## src/rtl/blueintegral_mat_pkg.sv

```systemverilog
// Shared constants and phase encoding for the binary matrix multiplier datapath.
// Used by the operand loader, the multiplier and any later stages.
package blueintegral_mat_pkg;

    localparam int unsigned NIBBLE_W  = 4;
    localparam int unsigned OPERAND_W = 8;
    localparam int unsigned COUNT_W   = 4;

    // Loader phase; the encoding is visible on the debug pins.
    typedef enum logic [1:0] {
        WAIT_A     = 2'b00,
        WAIT_B     = 2'b01,
        FULL       = 2'b10,
        PHASE_RSVD = 2'b11
    } phase_e;

endpackage

```

## src/rtl/blueintegral_sync.sv

```systemverilog
// Multi-stage flop chain for bringing pin-level signals into the clk domain.
// All bits travel through the same number of stages, so bundled bits stay aligned.
// Ports:
//   clk_i    clock, rising edge
//   reset_i  synchronous active-high reset, clears every stage
//   d_i      asynchronous input bundle
//   q_o      synchronised bundle, Stages edges behind d_i
module blueintegral_sync #(
    parameter int unsigned Width  = 1,
    parameter int unsigned Stages = 2
) (
    input  logic             clk_i,
    input  logic             reset_i,
    input  logic [Width-1:0] d_i,
    output logic [Width-1:0] q_o
);

    logic [Width-1:0] stage_q [Stages];

    always_ff @(posedge clk_i) begin
        if (reset_i) begin
            for (int i = 0; i < int'(Stages); i++) begin
                stage_q[i] <= '0;
            end
        end else begin
            stage_q[0] <= d_i;
            for (int i = 1; i < int'(Stages); i++) begin
                stage_q[i] <= stage_q[i-1];
            end
        end
    end

    assign q_o = stage_q[Stages-1];

endmodule

```

## src/rtl/blueintegral_operand_loader.sv

```systemverilog
// Operand loader for the 2x2 binary matrix multiplier. Collects two 4-bit nibbles
// (A then B), each marked by a rising edge on a slow asynchronous pin strobe, and
// presents the double-buffered {A,B} word to the multiplier.
// Ports:
//   clk            clock, rising edge
//   reset          synchronous active-high reset
//   data_in        nibble from the pins
//   load_strb      asynchronous strobe, one nibble per rising edge
//   operand_data   {A,B} word for the multiplier, changes only on a B capture
//   operand_valid  set once a full pair has been captured
//   phase          loader phase encoding for debug
//   load_count     completed pairs modulo 16
// SYNC_STAGES: synchroniser depth, legal range 2..4.
module blueintegral_operand_loader
    import blueintegral_mat_pkg::*;
#(
    parameter int unsigned SYNC_STAGES = 2
) (
    input  logic                 clk,
    input  logic                 reset,
    input  logic [NIBBLE_W-1:0]  data_in,
    input  logic                 load_strb,
    output logic [OPERAND_W-1:0] operand_data,
    output logic                 operand_valid,
    output logic [1:0]           phase,
    output logic [COUNT_W-1:0]   load_count
);

    localparam int unsigned SyncW = NIBBLE_W + 2;

    logic [SyncW-1:0]    sync_out;
    logic                sync_filled;
    logic                strb_s;
    logic [NIBBLE_W-1:0] nib_s;

    // The constant 1 rides the chain next to the strobe: it marks the point where the
    // synchroniser output reflects the pin rather than its own reset zeros. Without it
    // a strobe held high through reset release would look low for a few cycles and arm.
    blueintegral_sync #(
        .Width  (SyncW),
        .Stages (SYNC_STAGES)
    ) u_sync (
        .clk_i   (clk),
        .reset_i (reset),
        .d_i     ({1'b1, load_strb, data_in}),
        .q_o     (sync_out)
    );

    assign sync_filled = sync_out[SyncW-1];
    assign strb_s      = sync_out[NIBBLE_W];
    assign nib_s       = sync_out[NIBBLE_W-1:0];

    logic                 strb_prev_q, strb_prev_d;
    logic                 armed_q, armed_d;
    phase_e               phase_q, phase_d;
    logic [NIBBLE_W-1:0]  a_stage_q, a_stage_d;
    logic [OPERAND_W-1:0] data_q, data_d;
    logic                 valid_q, valid_d;
    logic [COUNT_W-1:0]   count_q, count_d;
    logic                 cap;

    always_ff @(posedge clk) begin
        if (reset) begin
            strb_prev_q <= 1'b0;
            armed_q     <= 1'b0;
            phase_q     <= WAIT_A;
            a_stage_q   <= '0;
            data_q      <= '0;
            valid_q     <= 1'b0;
            count_q     <= '0;
        end else begin
            strb_prev_q <= strb_prev_d;
            armed_q     <= armed_d;
            phase_q     <= phase_d;
            a_stage_q   <= a_stage_d;
            data_q      <= data_d;
            valid_q     <= valid_d;
            count_q     <= count_d;
        end
    end

    always_comb begin
        strb_prev_d = strb_s;
        armed_d     = armed_q | (sync_filled & ~strb_s);
        phase_d     = phase_q;
        a_stage_d   = a_stage_q;
        data_d      = data_q;
        valid_d     = valid_q;
        count_d     = count_q;

        cap = strb_s & ~strb_prev_q & armed_q;

        case (phase_q)
            WAIT_A, FULL: begin
                if (cap) begin
                    a_stage_d = nib_s;
                    phase_d   = WAIT_B;
                end
            end
            WAIT_B: begin
                // Only the B capture touches the multiplier-facing registers.
                if (cap) begin
                    data_d  = {a_stage_q, nib_s};
                    valid_d = 1'b1;
                    count_d = count_q + COUNT_W'(1);
                    phase_d = FULL;
                end
            end
            default: begin
                phase_d = WAIT_A;
            end
        endcase
    end

    assign operand_data  = data_q;
    assign operand_valid = valid_q;
    assign phase         = phase_q;
    assign load_count    = count_q;

endmodule

```

## config.mk

```make
export PLATFORM = sky130hd
export DESIGN_NAME = blueintegral_operand_loader
export DESIGN_NICKNAME = d
export VERILOG_FILES = /design/src/rtl/blueintegral_mat_pkg.sv /design/src/rtl/blueintegral_sync.sv /design/src/rtl/blueintegral_operand_loader.sv
export SDC_FILE = /design/constraint.sdc
export NUM_CORES = 1
export LEC_CHECK = 0
export BUFFER_PORTS_ARGS = -buffer_cell sky130_fd_sc_hd__buf_2
export CORE_ASPECT_RATIO = 0.75
export CORE_MARGIN = 4
export CORE_UTILIZATION = 27
export CTS_BUF_LIST = sky130_fd_sc_hd__clkbuf_8
export DETAILED_ROUTE_END_ITERATION = 8
export PLACE_DENSITY = 0.55
export RECOVER_POWER = 25
export SYNTH_ARGS = -nofsm -noshare
export SYNTH_HDL_FRONTEND = slang
export SYNTH_SLANG_ARGS = --single-unit
export TNS_END_PERCENT = 10
```

## constraint.sdc

```tcl
create_clock -name clk -period 1.7 [get_ports clk]
set_clock_uncertainty 0.1 [all_clocks]
set_input_delay 0.085 -clock clk [delete_from_list [all_inputs] [get_ports clk]]
set_output_delay 0.085 -clock clk [all_outputs]
set_load 0.02 [all_outputs]
```

Yosys cells after proc, flatten, opt, wreduce, memory -nomap -nowiden
Memory sizes are Yosys's and may differ from the RTL's.
Cells that the tools add are included.
- $add $sub $neg: 1
- eq/ne operators: 4
- muxes and demuxes: 8
- bitwise gates (word level): 8
- reduce and logical (&&, ||, !) cells: 5
- operators with widths (kind ; count):
    2-to-1 mux 6 bit ; 2
    AND reduction 2 bit ; 3
    adder 4 x 1 -> 4 bit, second input constant ; 1
    2-to-1 mux 2 bit ; 2
    != test 2 bit, second input constant ; 2
    case mux 2 bit (2 select lines) ; 1
    bitwise AND 1 bit ; 3
    2-to-1 mux 1 bit ; 3
    bitwise OR 1 bit ; 3
    equality test 2 x 1 -> 1 bit, second input constant ; 1
    equality test 2 bit, second input constant ; 1
    logical NOT 2 bit ; 1
    inverter 1 bit ; 2
    OR reduction 2 bit ; 1
- register bits after elaboration: 21
- RAM bits: 12
- input bits: 7
- word-level logic and storage cells: 34
- memories: 1
- memories (name ; words ; bits a word ; rd ports ; clocked after memory_dff ; wr ports ; line ; text):
    u_sync.stage_q ; 2 ; 6 ; 2 ; 0 ; 2 ; blueintegral_sync.sv:18 ; logic [Width-1:0] stage_q [Stages];

Longest topological paths before layout
- word-level depth: 5
- depth in mapped cells: 4
- mapped depth without buffers: 4

Cells and area by module
A second synthesis with hierarchy kept.
- cells, all modules: 115
- area total of the unflattened synthesis: 1277.5 um2
- modules (own cells, without submodules) (module ; instances ; cells each ; area an instance (um2) ; sequential area each (um2)):
    blueintegral_operand_loader ; 1 ; 84 ; 865.8 ; 420.4
    blueintegral_sync ; 1 ; 31 ; 411.6 ; 240.2

Worst setup path after synthesis
No wires, ideal clock.
- path type: register to register
- start point: register phase_q[0], in the netlist phase[0]
- end point: register count_q[0], in the netlist load_count[0]
- arrival time: 1.242 ns
- path slack: 0.236 ns
- stages on the path, launching flop included: 5
- path buffers: 1
- period minus slack after synthesis: 1.464 ns
- cell sequence: dfxtp_1 -> and2b_4 -> nor2b_4 -> buf_6 -> mux2_4
- cells in the longest elaborated chain, start to end: 2
- RTL lines (element ; line ; text):
    from (decl) ; blueintegral_operand_loader.sv:55 ; phase_e phase_q, phase_d;
    from (signal assigned) ; blueintegral_operand_loader.sv:74 ; phase_q <= phase_d;
    equality test 2 x 1 -> 1 bit ; blueintegral_operand_loader.sv:93 ; case (phase_q)
    AND reduction 2 bit (no line) ; -- ;
    to (signal assigned) ; blueintegral_operand_loader.sv:78 ; count_q <= count_d;
    to (decl) ; blueintegral_operand_loader.sv:59 ; logic [COUNT_W-1:0] count_q, count_d;
No other way between the ends.
A chain may end at the register's enable or synchronous reset.

Worst setup path after layout
- start point: register phase_q[0], in the netlist phase[0]
- end point: register data_q[0], in the netlist operand_data[0]
- cells in the longest elaborated chain, start to end: 2
- RTL lines (element ; line ; text):
    equality test 2 x 1 -> 1 bit ; blueintegral_operand_loader.sv:93 ;
    AND reduction 2 bit (no line) ; -- ;
    to (signal assigned) ; blueintegral_operand_loader.sv:76 ; data_q <= data_d;
    to (decl) ; blueintegral_operand_loader.sv:57 ; logic [OPERAND_W-1:0] data_q, data_d;
No other way between the ends.

==> impl_results.md <==
- Status: finished, final reports clean
- Leak: 0.000591 uW
- Commonest non-fill, non-tap cell in the layout: dfxtp_1
- Initial drt markers: 33
- Final min period: 1.35 ns
- IO Pins: 22
- Critical Path RT: 1.81 ns
- Post-Syn Area per Cell: 10.5 um2
- Vias in the first global route: 839
- Fmax: 741 MHz
- Die Area: 5370 um2
- First-pass GRT wire length: 3840 um
- Routed Antenna Nets: 0
- PD cells: 983 nW/um2
- Max Cap Viol: 0
- Actual slew at the worst max-slew pin: 0.580 ns
- Mapped cell area: 1150 um2
- Core area: 4080 um2
- # resized after CTS: 0
- Final instance area: 1450 um2
- Post-Synthesis Cells: 109
- Die height: 64.5 um
- Switching share of total power: 20.4%
- Filler Cell Count: 417
- RSZ-0062 raised after global routing: false
- Placement-stage cell area: 1310 um2
- Worst-path clk slew: 0.06 ns
- Grt total ovfl: 0
- Fin. max-slew vios: 0
- Routed length per instance: 11.1 um
- Sequential area share after synthesis: 57.6%
- Dpl cells: 182
- Reg-to-reg setup timing slack: 0.35 ns
- Clock sinks: 33
- Initial Utilization: 28.1%
- Initial antenna violation count: 0
- Clock Latency Late Sink: 0.28 ns
- NumNets Final: 147
- Row cnt: 20
- #FFs+latches synth: 33
- CTS tree: built
- # DRC: 0
- H-tree levels: 2
- Critical Path End Type: register
- Maximum vdd ir drop: 0.552 mV
- Final hold vios: 0
- Layout cells sized above 1: 23.0%
- Worst slew margin: 61.3%
- Total number of vias: 809
- Vias per cell: 4.17
- Post-DP HPWL: 1510 um
- Synth area leaders: dfxtp_1 (58%), mux2i_1 (11%), nor2b_1 (6.5%), nand2_1 (6.2%), a21oi_1 (2.2%)
- Worst Hold Class: input pin to register
- Critical path class: register to register
- Seq pwr share: 56.0%
- Post-route insts no fill: 194
- Bufs on Longest Clock Path: 2
- DR pass1 iterations: 4
- GRT Total Usage: 9.25%
- Clock power frac: 40.4%
- Number of buffers added on ports: 21
- Arr. time, crit path: 1.45 ns
- Root Buffer: clkbuf_8
- Crit path launch type: register
- Comb power frac: 3.6%
- Pint: 1130 uW
- Total CTS buffers: 5
- P_sw: 290 uW
- TNS Setup: 0 ns
- RePlAce Congestion: 0.650
- Yosys warns: 0
- Synth top area share: 57.6%
- Largest net degree at the start of global routing: 21
- Yosys top cell by area: dfxtp_1
- Post-CTS Setup Bufs: 0
- Post-Syn Nets: 117
- Final WL: 2150 um
- Width of the die: 83.3 um
- Tcrit/Tclk final: 79.3%
- Number of distinct library cells after synthesis: 22
- Area grow syn2layout: 26.1%
- Most frequent cells in the layout: dfxtp_1 (33), buf_2 (20), nand2_1 (19)
- CP Max Fanout: 8
- Antenna Cells: 0
- # setup viols final: 0
worst paths after layout:
check,depth (start not counted),endpoint,startpoint
max,4,operand_data[0],phase[0]
min,3,u_sync.stage_q[0][2],reset
min reg2reg,1,u_sync.stage_q[0][7],u_sync.stage_q[0][1]
max reg2reg,4,operand_data[0],phase[0]
logic make-up (layout without fill, tap and decap cells):
kind of cell / after synthesis / in the layout / synth area share [%]
buffers and inverters: 8 / 38 / 3.49
multiplexers: 14 / 14 / 12.6
flip-flops: 33 / 33 / 57.6
adder cells (fa/ha/maj): 1 / 1 / 1.09
AND/OR/NAND/NOR: 45 / 45 / 21.5
AO/OA/AOI/OAI: 8 / 8 / 3.71
worst max-delay path, cell delays in order (launching register included):
cell	delay, ns
dfxtp_1	0.42
and2b_4	0.19
nor2b_4	0.16
buf_4	0.20
mux2i_1	0.20
final cells by class:
cell class / count / area (um2) / share of cell area [%]
flip-flops and latches: 33 / 661 / 45.7
multi-input cells: 68 / 447 / 30.9
repair buffers: 29 / 176 / 12.2
clock buffers: 6 / 82.6 / 5.71
well taps: 55 / 68.8 / 4.76
inverters: 2 / 7.51 / 0.519
clock inverters: 1 / 3.75 / 0.260
synthesized netlist by cell type:
cell,instances
buf_2,2
a21oi_1,5
nor2b_1,12
nand4bb_1,1
dfxtp_1,33
and2b_4,1
mux2_4,1
nor2_1,4
o21a_1,1
clkbuf_1,3
mux2i_1,13
nand4_1,1
nor4bb_1,1
or3_1,2
nor2b_4,1
nand2_1,19
ha_1,1
nand2b_1,1
inv_1,2
buf_6,1
o21ai_1,2
nand3b_1,2
metrics by stage:
| step | worst slack [ns] | power, uW | utilization, % | hold slack [ns] |
|---|---|---|---|---|
| finish | 0.351 | 1420 | 35.5 | 0.130 |
| global route | 0.263 | 1500 | 35.5 | 0.157 |
| CTS | 0.323 | 1440 | 35.5 | 0.125 |
| detailed placement | 0.356 | 857 | 32.1 | 0.198 |
| global placement | 0.419 | 855 | 32.1 | 0.197 |
| floorplan | 0.236 | 842 | - | 0.113 |
routing by layer:
metal | vias to the layer above | track usage [%] | part of all wire, %
met2 | 16 | 15.2 | 49
met3 | 4 | 4.57 | 5.8
met5 | - | 0 | 0
met1 | 376 | 10.1 | 44
li1 | 413 | - | -
met4 | 0 | 4.29 | 0.88
sequential cells by signal, summed over array words and instances (netlist names):
| register | cells |
|---|---|
| a_stage_q | 4 |
| u_sync.stage_q | 12 |
| operand_data | 8 |
| strb_prev_q | 1 |
| armed_q | 1 |
| operand_valid | 1 |
| phase | 2 |
| load_count | 4 |
power by group through the flow:
stage	logic (uW)	registers, uW	clock network [uW]
3_3_place_gp	42.3	813	0
3_5_place_dp	43.8	814	0
5_1_grt	58.9	798	639
2_1_floorplan	30.0	812	0
4_1_cts	52.5	796	594
6_report	51.4	796	574
what timing repair did:
action | CTS | global route
endpoints found under the setup margin | 0 | 0
hold buffers | 5 | 0
endpoints found under the hold margin | 5 | 0
No activity file was read; power rests on OpenSTA's default activity.
